==> src/rtl/load_store_unit_pkg.sv <==
// Shared types and funct3 encodings for the RV32 load/store unit.
// Optional misaligned-access trap: define LSU_MISALIGN_TRAP_EN.
package load_store_unit_pkg;

  typedef enum logic [1:0] {
    IDLE,
    REQ,
    WAIT_RSP,
    DONE
  } lsu_state_t;

  localparam logic [2:0] LS_B  = 3'b000;
  localparam logic [2:0] LS_H  = 3'b001;
  localparam logic [2:0] LS_W  = 3'b010;
  localparam logic [2:0] LS_BU = 3'b100;
  localparam logic [2:0] LS_HU = 3'b101;

  typedef struct packed {
    logic       we;
    logic       mis;
    logic [2:0] funct3;
    logic [1:0] off;
  } lsu_req_t;

endpackage

==> src/rtl/lsu_align.sv <==
// Byte-lane steering for stores and lane extraction/extension for loads.
// Purely combinational; word accesses ignore the low address bits.
module lsu_align
  import load_store_unit_pkg::*;
(
  input  logic [1:0]  st_size,
  input  logic [1:0]  st_off,
  input  logic [31:0] st_data,
  output logic [3:0]  st_be,
  output logic [31:0] st_wdata,
  input  logic [2:0]  ld_funct3,
  input  logic [1:0]  ld_off,
  input  logic [31:0] ld_rdata,
  output logic [31:0] ld_data
);

  logic [7:0]  ld_byte;
  logic [15:0] ld_half;
  logic        ld_sext;

  always_comb begin
    st_be    = 4'hF;
    st_wdata = st_data;
    unique case (1'b1)
      st_size == LS_B[1:0]: begin
        st_be    = 4'b0001 << st_off;
        st_wdata = {4{st_data[7:0]}};
      end
      st_size == LS_H[1:0]: begin
        st_be    = 4'b0011 << {st_off[1], 1'b0};
        st_wdata = {2{st_data[15:0]}};
      end
      default: ;
    endcase
  end

  always_comb begin
    ld_byte = ld_rdata[7:0];
    unique case (ld_off)
      2'd0: ld_byte = ld_rdata[7:0];
      2'd1: ld_byte = ld_rdata[15:8];
      2'd2: ld_byte = ld_rdata[23:16];
      2'd3: ld_byte = ld_rdata[31:24];
      default: ;
    endcase
  end

  assign ld_half = ld_off[1] ? ld_rdata[31:16] : ld_rdata[15:0];
  assign ld_sext = ~ld_funct3[2];

  always_comb begin
    ld_data = ld_rdata;
    unique case (1'b1)
      ld_funct3[1:0] == LS_B[1:0]:
        ld_data = {{24{ld_sext & ld_byte[7]}}, ld_byte};
      ld_funct3[1:0] == LS_H[1:0]:
        ld_data = {{16{ld_sext & ld_half[15]}}, ld_half};
      default: ;
    endcase
  end

endmodule

==> src/rtl/load_store_unit.sv <==
// RV32 data-memory access unit: one load/store, valid/ready to memory.
// Define LSU_MISALIGN_TRAP_EN to trap misaligned H/W instead of aligning down.
module load_store_unit
  import load_store_unit_pkg::*;
#(
  parameter int ADDR_W = 32,
  parameter int DATA_W = 32
) (
  input  logic              clk,
  input  logic              rst,
  input  logic              ctrl_mem_write,
  input  logic              ctrl_mem_read,
  input  logic [2:0]        funct3,
  input  logic [ADDR_W-1:0] addr,
  input  logic [DATA_W-1:0] store_data,
  output logic              lsu_stall,
  output logic              lsu_load_valid,
  output logic [DATA_W-1:0] lsu_load_data,
  output logic              lsu_misaligned,
  output logic              mem_req_valid,
  input  logic              mem_req_ready,
  output logic              mem_req_we,
  output logic [ADDR_W-1:0] mem_req_addr,
  output logic [DATA_W-1:0] mem_req_wdata,
  output logic [3:0]        mem_req_be,
  input  logic              mem_rsp_valid,
  input  logic [DATA_W-1:0] mem_rsp_rdata
);

  lsu_state_t state_q, state_d;
  lsu_req_t   req_q;

  logic        start;
  logic        accept;
  logic        mis_now;
  logic [3:0]  st_be;
  logic [31:0] st_wdata;
  logic [31:0] ld_data;

  assign start  = ctrl_mem_write | ctrl_mem_read;
  assign accept = (state_q == IDLE) & start;

`ifdef LSU_MISALIGN_TRAP_EN
  assign mis_now = (funct3[1] & (|addr[1:0]))
                 | ((funct3[1:0] == LS_H[1:0]) & addr[0]);
  assign lsu_misaligned = (state_q == DONE) & req_q.mis;
`else
  assign mis_now        = 1'b0;
  assign lsu_misaligned = 1'b0;
`endif

  lsu_align u_align (
    .st_size   (funct3[1:0]),
    .st_off    (addr[1:0]),
    .st_data   (store_data),
    .st_be     (st_be),
    .st_wdata  (st_wdata),
    .ld_funct3 (req_q.funct3),
    .ld_off    (req_q.off),
    .ld_rdata  (mem_rsp_rdata),
    .ld_data   (ld_data)
  );

  always_comb begin
    state_d = state_q;
    unique case (state_q)
      IDLE:
        if (start) state_d = mis_now ? DONE : REQ;
      REQ:
        if (mem_req_valid & mem_req_ready)
          state_d = req_q.we ? DONE : WAIT_RSP;
      WAIT_RSP:
        if (mem_rsp_valid) state_d = DONE;
      DONE:
        state_d = IDLE;
      default:
        state_d = IDLE;
    endcase
  end

  // Done cycle releases the pipeline so the held instruction retires once
  assign lsu_stall = accept
                   | (state_q == REQ)
                   | (state_q == WAIT_RSP);

  assign lsu_load_valid = (state_q == DONE)
                        & ~req_q.we
                        & ~req_q.mis;

  always_ff @(posedge clk or posedge rst) begin
    if (rst) begin
      state_q       <= IDLE;
      req_q         <= '0;
      mem_req_valid <= 1'b0;
      mem_req_we    <= 1'b0;
      mem_req_addr  <= '0;
      mem_req_wdata <= '0;
      mem_req_be    <= '0;
      lsu_load_data <= '0;
    end else begin
      state_q <= state_d;
      if (accept) begin
        req_q.we      <= ctrl_mem_write;
        req_q.mis     <= mis_now;
        req_q.funct3  <= funct3;
        req_q.off     <= addr[1:0];
        mem_req_valid <= ~mis_now;
        mem_req_we    <= ctrl_mem_write;
        mem_req_addr  <= {addr[ADDR_W-1:2], 2'b00};
        mem_req_wdata <= st_wdata;
        mem_req_be    <= st_be;
      end
      if ((state_q == REQ) & mem_req_ready)
        mem_req_valid <= 1'b0;
      if ((state_q == WAIT_RSP) & mem_rsp_valid)
        lsu_load_data <= ld_data;
    end
  end

endmodule
==> config.mk <==
export PLATFORM = sky130hd
export DESIGN_NAME = load_store_unit
export DESIGN_NICKNAME = d
export VERILOG_FILES = /design/src/rtl/load_store_unit_pkg.sv /design/src/rtl/lsu_align.sv /design/src/rtl/load_store_unit.sv
export SDC_FILE = /design/constraint.sdc
export NUM_CORES = 1
export LEC_CHECK = 0
export CAP_MARGIN = 20
export CORE_MARGIN = 1
export CORE_UTILIZATION = 39
export DETAILED_ROUTE_END_ITERATION = 8
export PLACE_DENSITY_LB_ADDON = 0.12
export SYNTH_ARGS = -nofsm -noshare
export SYNTH_HDL_FRONTEND = slang
export SYNTH_SLANG_ARGS = --single-unit
==> constraint.sdc <==
create_clock -name clk -period 3.3 [get_ports clk]
set_input_delay 0.495 -clock clk [delete_from_list [all_inputs] [get_ports clk]]
set_output_delay 0.495 -clock clk [all_outputs]
set_load 0.01 [all_outputs]
# Word level (Yosys, flattened, before mapping)
# Index checks and enable logic that the tools add are counted.
[totals]
elab_cells = 52
romBits = 0
regBits = 107
latchBits = 0
ramBits = 0
output_inout_bits = 105
in_bits = 105
n_memories = 0
[op_classes]
shift = 2
eq_ne = 11
mux = 12
reduce_logical = 6
multipliers = 0
n_addsub = 0
div_mod_pow = 0
bitwise_logic = 12
magnitude_cmp = 0
[ops]
columns = ["operator", "n"]
rows = [
  ["one-hot mux 32 bit (2 select lines)", 2],
  ["one-hot mux 8 bit (4 select lines)", 1],
  ["two-way mux 16 bit", 1],
  ["equality test 2 x 1 -> 1 bit, second input constant", 4],
  ["equality test 2 bit, second input constant", 4],
  ["logical NOT 2 bit", 4],
  ["one-hot mux 2 bit (4 select lines)", 1],
  ["one-hot mux 4 bit (2 select lines)", 1],
  ["bitwise AND 1 bit", 7],
  ["two-way mux 2 bit", 3],
  ["!= test 2 bit, second input constant", 3],
  ["<< shifter 1 x 2 -> 4 bit, first input constant", 1],
  ["<< shifter 2 x 2 -> 4 bit, first input constant", 1],
  ["two-way mux 1 bit", 3],
  ["OR 1 bit", 3],
  ["AND reduction 3 bit", 1],
  ["NOT 1 bit", 2],
  ["nonzero test 2 bit", 1],
]

# Logic depth before layout (Yosys ltp)
# Gate-level depths: netlist of run 1.
[depth]
depth_word = 4
mapped_depth = 7
depth_no_buf = 6

# Cells and area by module
# A second synthesis of run 1 with hierarchy kept.
[hier_totals]
hier_cells = 442
hier_area_um2 = 5644.2
[by_module_without_submodules]
columns = ["mod", "area_per_inst_um2", "seq_area_each_um2", "cells_per_inst", "n_inst"]
rows = [
  ["load_store_unit", 4344.2, 2677.6, 251, 1],
  ["lsu_align", 1300.0, 0.0, 191, 1],
]

# Worst setup path after synthesis of run 1
# No wires, ideal clock.
[synth_path]
kind = "register -> output"
from = "register state_q[0]"
to = "output port lsu_stall"
path_stages_with_launch = 7
t_required_ns = 2.805
n_path_buf = 2
arrival_ns = 1.470
path_slack_ns = 1.335
path_cell_list = "dfrtp_1 > inv_1 > ha_1 > o21ai_0 > buf_2 > buf_1 > nand2_1"
[synth_between]
elab_chain_cells = 4
word_cells_on_any_way = 6
classes_between = "eq/ne: 2; bitwise: 3; reduce/logical: 1"
[synth_lines]
columns = ["item", "line_no", "source"]
rows = [
  ["start, declared", "load_store_unit.sv:30", "lsu_state_t state_q, state_d;"],
  ["start signal, assigned", "load_store_unit.sv:101", "state_q <= state_d;"],
  ["logical NOT 2 bit", "load_store_unit.sv:41", "assign accept = (state_q == IDLE) & start;"],
  ["bitwise AND 1 bit", "load_store_unit.sv:41", ""],
  ["OR 1 bit", "load_store_unit.sv:83", "| (state_q == REQ)"],
  ["OR 1 bit (*)", "load_store_unit.sv:84", "| (state_q == WAIT_RSP);"],
  ["end, declared", "load_store_unit.sv:16", "output logic lsu_stall,"],
]
# Mark *: on every way between the ends. The rest lies on a longest branch, timed or not.

# Worst setup path after layout of run 1
# Ends and elaborated chain as after synthesis.

==> results of run 1 <==
[flip-flops by register name (all words and copies together) (netlist names)]
name / count
lsu_load_data: 32
mem_req_addr: 30
mem_req_be: 4
mem_req_valid: 1
mem_req_wdata: 32
req_q: 6
state_q: 2
[logic make-up after synthesis]
family	synth area share, %
AOI/OAI and AO/OA	15.3
adders and majority gates	1.00
buffers and inverters	3.58
DFF	53.5
muxes	16.3
other	0.0750
and+or+nand+nor	10.2
[layer usage]
layer / up-vias / share of wire, % / track usage [%]
li1: 1992 / - / -
met1: 2049 / 44 / 25.8
met2: 152 / 45 / 31.6
met3: 17 / 9.2 / 8.12
met4: 0 / 1.5 / 6.84
met5: - / 0 / 0
[cells in the mapped netlist (2+ instances only)]
library cell  instances
inv_1                 5
nand2_1              37
clkbuf_1             20
mux2_2               45
a31oi_1               3
o22a_1                7
buf_2                 8
a21oi_2              10
buf_4                 3
a21oi_1              46
mux2i_1              31
nor2_1               39
ha_1                  4
o221a_2               7
o21ai_0              38
nand3b_1              8
and2_1                2
nor2b_1              19
buf_1                 3
dfrtp_1             107
[final cells by class]
type                            count  area, sq um  area share (%)
Inverter                            5         22.5           0.298
Clock buffer                       12          267            3.53
Sequential cell                   107         2680            35.4
Tap cell                          172          215            2.85
Timing Repair Buffer              216         2160            28.6
Clock inverter                      4         47.5           0.629
Multi-Input combinational cell    314         2160            28.6
[worst min-delay path, stage by stage (launching register included)]
cell and delay (ns):
dfrtp_1 0.34, nand2_1 0.05, o21ai_0 0.06
[path summary, 6_finish.rpt]
| kind | slack (ns) | to | start | cells after the start |
|---|---|---|---|---|
| worst min register to register | 0.48 | mem_req_wdata[8] | mem_req_wdata[8] | 2 |
| worst max-delay path | 0.91 | lsu_stall | state_q[0] | 5 |
| max in group asynchronous | 2.17 | mem_req_addr[24] | rst | 3 |
| worst min-delay path | 0.48 | mem_req_wdata[8] | mem_req_wdata[8] | 2 |
| worst max register to register | 1.23 | lsu_load_data[14] | req_q[2] | 4 |
| min in group asynchronous | 0.63 | lsu_load_data[23] | rst | 3 |
[cells in the final DEF, fill, tap and decap left out, types with 2 or more instances in the layout]
master,Yosys,final
dfrtp_1,107,107
mux2i_1,31,31
inv_1,5,4
clkbuf_16,0,9
clkinv_2,0,2
a21oi_1,46,46
nor2_1,39,39
mux2_2,45,45
o22a_1,7,7
o221a_2,7,7
and2_1,2,2
a31oi_1,3,3
clkdlybuf4s50_1,0,206
clkinvlp_4,0,2
nand3b_1,8,8
o21ai_0,38,37
ha_1,4,4
nand2_1,37,37
nor2b_1,19,19
a21oi_2,10,10
clkbuf_8,0,3
buf_12,0,2
conb_1,1,3
buf_4,3,8
[power by group]
group / internal [mW] / switching [mW]
clock network: 0.648 / 0.485
registers: 1.98 / 0.407
logic: 1.97 / 1.50
==> results.sh, run 1 <==
export IMPL_cp_start_kind="flop"
export IMPL_root_buffer="clkbuf_16"
export IMPL_track_usage_pct=20.3
export IMPL_clock_path_buffers=2
export IMPL_drc=0
export IMPL_fill_cells=1060
export IMPL_numPortBuffers=206
export IMPL_area_delta_synth_final_pct=51.1
export IMPL_setup_viol_count_final=0
export IMPL_ctsResizeCount=0
export IMPL_slowest_stage="clkdlybuf4s50_1"
export IMPL_yosysUniqueCellTypes=37
export IMPL_path_max_fanout=6
export IMPL_grt_max_degree=108
export IMPL_finalClockSkew_ns=0.00358
export IMPL_ys_top_cells_by_area="dfrtp_1 (54%), mux2_2 (10%), mux2i_1 (6.2%), a21oi_1 (4.6%), o21ai_0 (3.8%)"
export IMPL_power_mw=6.99
export IMPL_clk_latency_ns=0.35
export IMPL_yosysTopAreaCell="dfrtp_1"
export IMPL_cts_tree="built"
export IMPL_crit_path_end_kind="primary output"
export IMPL_n_antenna_cell=0
export IMPL_vdd_drop_max_uv=397
export IMPL_ctsHoldBuffers=0
export IMPL_ant_nets=0
export IMPL_drv_slew=0
export IMPL_dieHeight_um=115
export IMPL_ioPinCount=210
export IMPL_synth_main_ff_cell="dfrtp_1"
export IMPL_setup_ws_ns=0.911
export IMPL_timing_hold_ws_ns=0.485
export IMPL_antenna_found_initial=0
export IMPL_detail_route_wl_per_cell_um=15.9
export IMPL_drtIter0Drc=150
export IMPL_cts_buffers=9
export IMPL_place_hpwl_um=9220
export IMPL_dieArea_sq_um=13300
export IMPL_slowest_delay_ns=0.54
export IMPL_async_flop_share_pct=100
export IMPL_final_util_pct=60.1
export IMPL_pre_cts_ws_ns=1.03
export IMPL_path_delay_family="buffers and inverters"
export IMPL_synthesis_area_sq_um=5000
export IMPL_drive_above_1_share_pct=14.4
export IMPL_rsz0062_at_grt="false"
export IMPL_crit_chain="inv_1, ha_1, o21ai_4, nand2_1, clkdlybuf4s50_1"
export IMPL_fin_crit_sh_pct=72.4
export IMPL_required_ns=2.80
export IMPL_via_per_inst=5.07
export IMPL_power_density_nw_per_um2=925
export IMPL_crit_buf_inv=2
export IMPL_slew_headroom_pct=52.8
export IMPL_syn_inst=459
export IMPL_leakage_nw=3.14
export IMPL_fin_nets=762
export IMPL_gp_congestion=0.802
export IMPL_final_cell_area_sq_um=7550
export IMPL_clkSlewWorstSetupHoldPaths_ns=0.07
export IMPL_placed_cell_area_sq_um=7240
export IMPL_crit_type="flop to primary output"
export IMPL_cts_sinks=107
export IMPL_ys_seq_area_share_pct=53.5
export IMPL_dp_cells=814
export IMPL_die_w_um=115
export IMPL_grt_pass1_wl_um=20700
export IMPL_dr_pass1_iters=6
export IMPL_cap_violations=0
export IMPL_hold_class="flop to flop"
export IMPL_tns_ns=0
export IMPL_hold_viol_final=0
export IMPL_ys_seq_elements=107
export IMPL_outcome="complete, no violations"
export IMPL_std_cell_rows=41
export IMPL_max_freq_ghz=0.419
export IMPL_via_count=4210
export IMPL_ys_warnings_count=0
export IMPL_overflow=0
export IMPL_cts_setup_buffers=0
export IMPL_core_sq_um=12600
export IMPL_grt_pass1_vias=4071
export IMPL_routed_wirelength_um=13200
export IMPL_netlist_area_leader_share_pct=53.5
export IMPL_synth_area_per_cell_sq_um=10.9
export IMPL_initial_core_util_pct=39.8
export IMPL_htreeDepth=3
export IMPL_timing_worst_slew_pin_value_ns=0.707
export IMPL_critPathArrivalTime_ns=1.89
export IMPL_synth_edff_count=0
export IMPL_period_needed_ns=2.39
export IMPL_layout_cells_non_filler=830
(Power assumes the default switching activity.)
==> inputs of run 2 (changes only) <==
==> constraint.sdc (replaced) <==
create_clock -name clk -period 2 [get_ports clk]
set_input_delay 0.3 -clock clk [delete_from_list [all_inputs] [get_ports clk]]
set_output_delay 0.3 -clock clk [all_outputs]
set_load 0.01 [all_outputs]
==> results.sh, run 2 (synthesized netlist as in run 1, its figures left out) <==
export IMPL_rsz0062_at_grt="false"
export IMPL_cp_start_kind="flop"
export IMPL_slowest_stage="dfrtp_1"
export IMPL_pre_cts_ws_ns=0.0312
export IMPL_crit_type="flop to flop"
export IMPL_n_antenna_cell=0
export IMPL_crit_cells=6
export IMPL_drc=0
export IMPL_worstRegToRegCells=6
export IMPL_initial_core_util_pct=39.8
export IMPL_dieHeight_um=115
export IMPL_std_cell_rows=41
export IMPL_drive_above_1_share_pct=15.9
export IMPL_track_usage_pct=20.1
export IMPL_outcome="complete, no violations"
export IMPL_place_hpwl_um=9380
export IMPL_finalClockSkew_ns=0.00925
export IMPL_core_sq_um=12600
export IMPL_vdd_drop_max_uv=849
export IMPL_period_needed_ns=1.83
export IMPL_ioPinCount=210
export IMPL_dr_pass1_iters=4
export IMPL_ant_nets=0
export IMPL_grt_pass1_vias=4039
export IMPL_cts_tree="built"
export IMPL_dieArea_sq_um=13300
export IMPL_slowest_delay_ns=0.38
export IMPL_antenna_found_initial=0
export IMPL_cts_buffers=9
export IMPL_gp_congestion=0.784
export IMPL_tns_ns=0
export IMPL_overflow=0
export IMPL_clkSlewWorstSetupHoldPaths_ns=0.07
export IMPL_htreeDepth=3
export IMPL_path_delay_family="compound AO/OA/AOI/OAI gates"
export IMPL_crit_chain="inv_1, ha_1, nor2b_1, a21oi_1, a21boi_0, mux2_2"
export IMPL_ctsHoldBuffers=0
export IMPL_leakage_nw=3.20
export IMPL_clk_latency_ns=0.35
export IMPL_via_per_inst=4.97
export IMPL_cts_sinks=107
export IMPL_reg_largest_list="lsu_load_data: 32 flops, mem_req_wdata: 32 flops, mem_req_addr: 30 flops"
export IMPL_setup_ws_ns=0.168
export IMPL_layout_common_cells="clkdlybuf4s50_1 (204), dfrtp_1 (107), a21oi_1 (46)"
export IMPL_routed_wirelength_um=13100
export IMPL_required_ns=2.24
export IMPL_cap_violations=0
export IMPL_detail_route_wl_per_cell_um=15.6
export IMPL_crit_path_end_kind="flop"
export IMPL_numPortBuffers=206
export IMPL_grt_pass1_wl_um=20400
export IMPL_crit_buf_inv=1
export IMPL_path_max_fanout=4
export IMPL_fin_nets=771
export IMPL_root_buffer="clkbuf_16"
export IMPL_max_freq_ghz=0.546
export IMPL_grt_max_degree=81
export IMPL_critPathArrivalTime_ns=2.07
export IMPL_drtIter0Drc=124
export IMPL_via_count=4167
export IMPL_layout_commonest_cell="clkdlybuf4s50_1"
export IMPL_fin_crit_sh_pct=91.6
export IMPL_clock_path_buffers=2
export IMPL_hold_class="input port to asynchronous set/reset pin"
export IMPL_drv_slew=0
export IMPL_power_density_nw_per_um2=1520
export IMPL_area_delta_synth_final_pct=53.4
export IMPL_die_w_um=115
export IMPL_hold_viol_final=0
export IMPL_setup_viol_count_final=0
-- run 2: through the flow --
| step | total power, mW | hold WS, ns | util (%) | instance area [sq um] | cells |
|---|---|---|---|---|---|
| 3_5_place_dp | 9.86 | 0.469 | 58.4 | 7340 | 822 |
| 3_3_place_gp | 9.73 | 0.462 | 58.4 | 7340 | 822 |
| 5_1_grt | 12.4 | 0.478 | 61.0 | 7670 | 839 |
| 6_report | 11.7 | 0.427 | 61.0 | 7670 | 839 |
| 2_1_floorplan | 6.82 | 0.410 | - | 5010 | 461 |
| 4_1_cts | 11.8 | 0.450 | 61.0 | 7670 | 839 |
-- run 2: worst paths after layout --
kind	start	to	slack (ns)
max	state_q[0]	state_q[1]	0.17
min	rst	lsu_load_data[2]	0.43
max reg2reg	state_q[0]	state_q[1]	0.17
min reg2reg	mem_req_wdata[29]	mem_req_wdata[29]	0.48
max in group asynchronous	rst	lsu_load_data[20]	1.19
min in group clk	mem_req_wdata[29]	mem_req_wdata[29]	0.48
-- run 2: area by class of cell --
cell class	instances	area (sq um)
fillers	1050	4900
flip-flops and latches	107	2680
repair buffers	225	2260
multi-input cells	314	2180
clock buffers	12	267
well taps	172	215
clock inverters	4	47.5
inverters	5	22.5
-- run 2: metal layers --
metal / share of wire, % / GRT usage [%]
met1: 44 / 25.0
met5: 0 / 0
met2: 46 / 32.0
met3: 8.7 / 7.33
met4: 1.5 / 7.97
-- run 2: power breakdown --
part           internal (mW)  switching (mW)
clock network           1.07           0.784
registers               3.27           0.637
logic                   3.37            2.53
total                   7.71            3.95
-- run 2: repair_timing --
item,CTS,global route
hold endpoints to repair,0,0
buffers inserted,1,0
endpoints found under the setup margin,1,0
resized for setup,5,0
-- run 2: worst reg2reg max path, delay by kind of cell (launching register included) --
| family | cells | cell delay [ns] |
|---|---|---|
| AOI/OAI and AO/OA | 2 | 0.49 |
| DFF | 1 | 0.38 |
| muxes | 1 | 0.37 |
| adders and majority gates | 1 | 0.24 |
| and+or+nand+nor | 1 | 0.14 |
| buffers and inverters | 1 | 0.10 |
